===== config.mk =====
export PLATFORM = sky130hd
export DESIGN_NAME = decoder_nto2n_seq
export DESIGN_NICKNAME = d
export VERILOG_FILES = /design/src/rtl/decoder_nto2n_seq.sv
export SDC_FILE = /design/constraint.sdc
export NUM_CORES = 1
export LEC_CHECK = 0
export ABC_CLOCK_PERIOD_IN_PS = 2450
export CAP_MARGIN = 5
export CORE_MARGIN = 10
export CORE_UTILIZATION = 54
export CTS_BUF_LIST = sky130_fd_sc_hd__clkbuf_8
export DETAILED_ROUTE_END_ITERATION = 10
export GPL_TIMING_DRIVEN = 0
export PLACE_DENSITY_LB_ADDON = 0.15
export SKIP_CTS_REPAIR_TIMING = 1
export SYNTH_ARGS = -nofsm -noshare
export SYNTH_HDL_FRONTEND = slang
export SYNTH_SLANG_ARGS = --single-unit

===== constraint.sdc =====
create_clock -name clk -period 2.45 [get_ports clk]
set_input_delay 0.3675 -clock clk [delete_from_list [all_inputs] [get_ports clk]]
set_output_delay 0.3675 -clock clk [all_outputs]
set_load 0.01 [all_outputs]

===== src/rtl/decoder_nto2n_seq.sv =====
// N-to-2^N registered one-hot decoder with a valid/ready direct-load port
// and an auto-scan mode that walks a single active output up or down.
module decoder_nto2n_seq #(
  parameter int unsigned SEL_W      = 2,
  parameter int unsigned DWELL_W    = 8,
  parameter bit          ACTIVE_LOW = 1'b0
) (
  input  logic                      clk,
  input  logic                      rst_n,
  input  logic                      en,
  input  logic [1:0]                mode,
  input  logic [SEL_W-1:0]          sel,
  input  logic                      sel_valid,
  output logic                      sel_ready,
  input  logic [DWELL_W-1:0]        dwell,
  output logic [(1 << SEL_W)-1:0]   y,
  output logic                      y_valid,
  output logic [SEL_W-1:0]          cur_sel,
  output logic                      wrap
);

  localparam int unsigned      OUT_W   = 1 << SEL_W;
  localparam logic [SEL_W-1:0] SEL_MAX = SEL_W'(OUT_W - 1);
  localparam logic [OUT_W-1:0] Y_OFF   = {OUT_W{ACTIVE_LOW}};

  localparam logic [1:0] MODE_OFF    = 2'b00;
  localparam logic [1:0] MODE_DIRECT = 2'b01;

  typedef enum logic [1:0] {
    ST_IDLE   = 2'd0,
    ST_DIRECT = 2'd1,
    ST_SCAN   = 2'd2
  } state_t;

  state_t               state_q, state_d;
  logic [OUT_W-1:0]     y_q, y_d;
  logic                 y_valid_q, y_valid_d;
  logic [SEL_W-1:0]     cur_sel_q, cur_sel_d;
  logic                 wrap_q, wrap_d;
  logic [DWELL_W-1:0]   cnt_q, cnt_d;
  logic                 go_off;

  // Output polarity is folded in here so y can come straight off a flop.
  function automatic logic [OUT_W-1:0] decode(input logic [SEL_W-1:0] idx);
    logic [OUT_W-1:0] r;
    r      = '0;
    r[idx] = 1'b1;
    return r ^ Y_OFF;
  endfunction

  always_comb begin
    state_d   = state_q;
    y_d       = y_q;
    y_valid_d = y_valid_q;
    cur_sel_d = cur_sel_q;
    cnt_d     = cnt_q;
    wrap_d    = 1'b0;
    go_off    = !en || (mode == MODE_OFF);
    sel_ready = en && (mode == MODE_DIRECT) && (state_q == ST_DIRECT);

    case (state_q)
      ST_IDLE: begin
        if (!go_off) begin
          if (mode == MODE_DIRECT) begin
            state_d = ST_DIRECT;
          end else begin
            state_d   = ST_SCAN;
            cur_sel_d = mode[0] ? SEL_MAX : '0;
            cnt_d     = dwell;
            y_d       = decode(cur_sel_d);
            y_valid_d = 1'b1;
          end
        end
      end

      ST_DIRECT: begin
        // A switch to scanning always detours through IDLE for one cycle.
        if (go_off || mode[1]) begin
          state_d   = ST_IDLE;
          y_d       = Y_OFF;
          y_valid_d = 1'b0;
          cnt_d     = '0;
        end else if (sel_valid) begin
          y_d       = decode(sel);
          cur_sel_d = sel;
          y_valid_d = 1'b1;
        end
      end

      ST_SCAN: begin
        if (go_off || (mode == MODE_DIRECT)) begin
          state_d   = ST_IDLE;
          y_d       = Y_OFF;
          y_valid_d = 1'b0;
          cnt_d     = '0;
        end else if (cnt_q != '0) begin
          cnt_d = cnt_q - DWELL_W'(1);
        end else begin
          // Direction is taken live, so an up/down flip lands on the next step.
          cnt_d = dwell;
          if (mode[0]) begin
            cur_sel_d = cur_sel_q - SEL_W'(1);
            wrap_d    = (cur_sel_q == '0);
          end else begin
            cur_sel_d = cur_sel_q + SEL_W'(1);
            wrap_d    = (cur_sel_q == SEL_MAX);
          end
          y_d = decode(cur_sel_d);
        end
      end

      default: begin
        state_d   = ST_IDLE;
        y_d       = Y_OFF;
        y_valid_d = 1'b0;
        cnt_d     = '0;
      end
    endcase
  end

  always_ff @(posedge clk or negedge rst_n) begin
    if (!rst_n) begin
      state_q   <= ST_IDLE;
      y_q       <= Y_OFF;
      y_valid_q <= 1'b0;
      cur_sel_q <= '0;
      wrap_q    <= 1'b0;
      cnt_q     <= '0;
    end else begin
      state_q   <= state_d;
      y_q       <= y_d;
      y_valid_q <= y_valid_d;
      cur_sel_q <= cur_sel_d;
      wrap_q    <= wrap_d;
      cnt_q     <= cnt_d;
    end
  end

  assign y       = y_q;
  assign y_valid = y_valid_q;
  assign cur_sel = cur_sel_q;
  assign wrap    = wrap_q;

endmodule


==> impl_metrics.json <==
{
  "status": "finished clean",
  "grt_max_degree": 19,
  "synth.area.top_cells": "dfrtp_1 (34%), ha_1 (9.3%), mux2_4 (4.5%)",
  "place.gp.congestion": 0.8502,
  "postSynth.asyncResetShare_pct": 100.0,
  "synthCells": 145,
  "cts_made_buffers": 3,
  "cp_max_fo": 6,
  "fin_util_pct": 68.11,
  "dr.pass1.iters": 4,
  "grt_pass1_wl_um": 5664,
  "maxClockFrequency_ghz": 0.4249,
  "cts_tree": "yes",
  "wl_per_cell_um": 16.79,
  "clock_skew_ns": 0.0004831,
  "tightest_slew_ns": 0.8390,
  "cts_buffer_depth": 2,
  "cp.required_ns": 2.08,
  "nets": 199,
  "max_slew_margin_pct": 43.89,
  "hold_violations": 0,
  "hold_path.class": "flip-flop to flip-flop",
  "initial_utilization_pct": 55.20,
  "filler_cell_count": 214,
  "yosys.area.top_type": "dfrtp_1",
  "antenna_left": 0,
  "ys_top_cells_by_count": "dfrtp_1 (18), nor2_1 (13), a21oi_1 (10), ha_1 (10), inv_1 (10)",
  "hold_slack_ns": 0.5104,
  "finalPower_mw": 1.971,
  "clkTransAtPathRegs_ns": 0.07,
  "viasPerCell": 6.050,
  "final_layout_size_suffix_gt1_share_pct": 11.11,
  "finalMaxSlewViolations": 0,
  "yosysUniqueCellTypes": 46,
  "die_w_um": 69.86,
  "rsz0062_at_grt": "no",
  "grt_pass1_vias": 1228,
  "cts-htree-levels": 1,
  "hpwl_um": 2533,
  "avgSynthCellArea_sq_um": 9.259,
  "leakagePower_nw": 0.7352,
  "ir_worst_vdd_mv": 0.7710,
  "grt_usage_pct": 13.61,
  "yosysTopAreaCellShare_pct": 33.55,
  "io_buffers": 23,
  "insertion_delay_ns": 0.26,
  "synth_ff_type": "dfrtp_1",
  "yosys_warnings": 0,
  "io_pins": 25,
  "cp-end-kind": "output port",
  "critical_path_class": "flip-flop to output port",
  "antenna_found_initial": 0,
  "finalCritPeriodShare_pct": 96.05,
  "drc_errors": 0,
  "syn_area_sq_mm": 0.001343,
  "syn_to_final_growth_pct": 23.39,
  "via_count": 1216,
  "synth.net_count": 171,
  "finalSetupViolations": 0,
  "ctsRootBufferMaster": "clkbuf_8",
  "worstPathArrival_ns": 1.99,
  "start_kind": "flip-flop",
  "core_sq_mm": 0.002432,
  "fp.dieArea_sq_mm": 0.004880,
  "antennaDiodeCount": 0,
  "power_density_mw_per_mm2": 1190,
  "cts_sinks": 18,
  "die_h_um": 69.86,
  "rows": 18,
  "grt-ovfl-total": 0,
  "synth-edff-count": 0,
  "yosysMostFrequentCell": "dfrtp_1",
  "drt_iter0_drc": 64,
  "cap_viol_max_count": 0,
  "fin_crit_ns": 2.353,
  "ys_seq_area_share_pct": 33.55,
  "ys_ff_latch": 18,
  "drt-total-wl_um": 3374
}
-- cell type report --
class,count,area (sq um),share of cell area (%)
clock buffer,3,41.29,2.492
inverter,10,37.54,2.266
sequential,18,450.4,27.19
buffer,5,33.78,2.039
tap,30,37.54,2.266
timing repair buffer,24,237.7,14.35
multi-input combinational,111,818.3,49.40
-- placed cells by master, fill, tap and decap left out, types with 3 or more instances in the layout --
master	netlist	layout
a21oi_1	10	10
clkdlybuf4s50_1	0	23
nand3_1	6	6
mux2_4	4	4
nand2_1	9	9
a22oi_1	5	5
ha_1	10	10
clkbuf_1	4	3
nor2_1	13	13
o21ai_1	5	5
clkbuf_8	0	3
inv_1	10	10
o21ai_0	3	3
mux2_1	3	3
a32oi_1	3	3
nor3_1	3	3
dfrtp_1	18	18
-- metal layers --
metal | share of wire, % | wire length (um) | GRT usage [%]
met2 | 49 | 1641 | 22.86
met5 | 0 | 0 | 0
met1 | 44 | 1475 | 16.87
met3 | 6.6 | 222 | 2.542
met4 | 1.0 | 35 | 4.605
-- per-stage QoR --
stage / instance area, sq um / TNS [ns] / setup WS, ns / cells
3_5_place_dp: 1610 / -0.008593 / -0.008593 / 198
6_report: 1657 / 0 / 0.09672 / 201
2_1_floorplan: 1343 / 0 / 0.6479 / 145
4_1_cts: 1652 / -0.1341 / -0.1341 / 201
5_1_grt: 1657 / 0 / 0.01929 / 201
3_3_place_gp: 1610 / -0.002455 / -0.002455 / 198
-- state kept, by name, summed over array words and instances (netlist names) --
register / cells
y: 4
y_valid: 1
cnt_q: 8
wrap: 1
state_q: 2
cur_sel: 2
-- critical path: stages, from the launching register on --
cell and delay [ns]:
dfrtp_1 0.41, inv_1 0.12, ha_1 0.28, and4b_2 0.35, clkdlybuf4s50_1 0.56
-- worst paths after layout --
path | from | slack, ns | cells past startpoint | to
max | state_q[1] | 0.1 | 4 | sel_ready
min | y_valid | 0.51 | 2 | y_valid
max reg2reg | cnt_q[0] | 0.37 | 6 | cur_sel[1]
min reg2reg | y_valid | 0.51 | 2 | y_valid
max in group asynchronous | rst_n | 1.34 | 1 | cnt_q[5]
min in group asynchronous | rst_n | 0.59 | 1 | y[1]
-- where the power goes --
part	switching, mW	internal [mW]	leakage, nW
logic	0.634	0.554	0.480
registers	0.155	0.418	0.233
clock network	0.100	0.109	0.0216
-- cells by family after synthesis --
kind of cell | synth area share, %
and+or+nand+nor | 21.62
buffers and inverters | 5.592
AOI/OAI and AO/OA | 20.88
xor gates and xnor gates | 1.305
DFF | 33.55
adders and majority gates | 9.320
muxes | 7.735
Power figures use the tool's default switching activity.
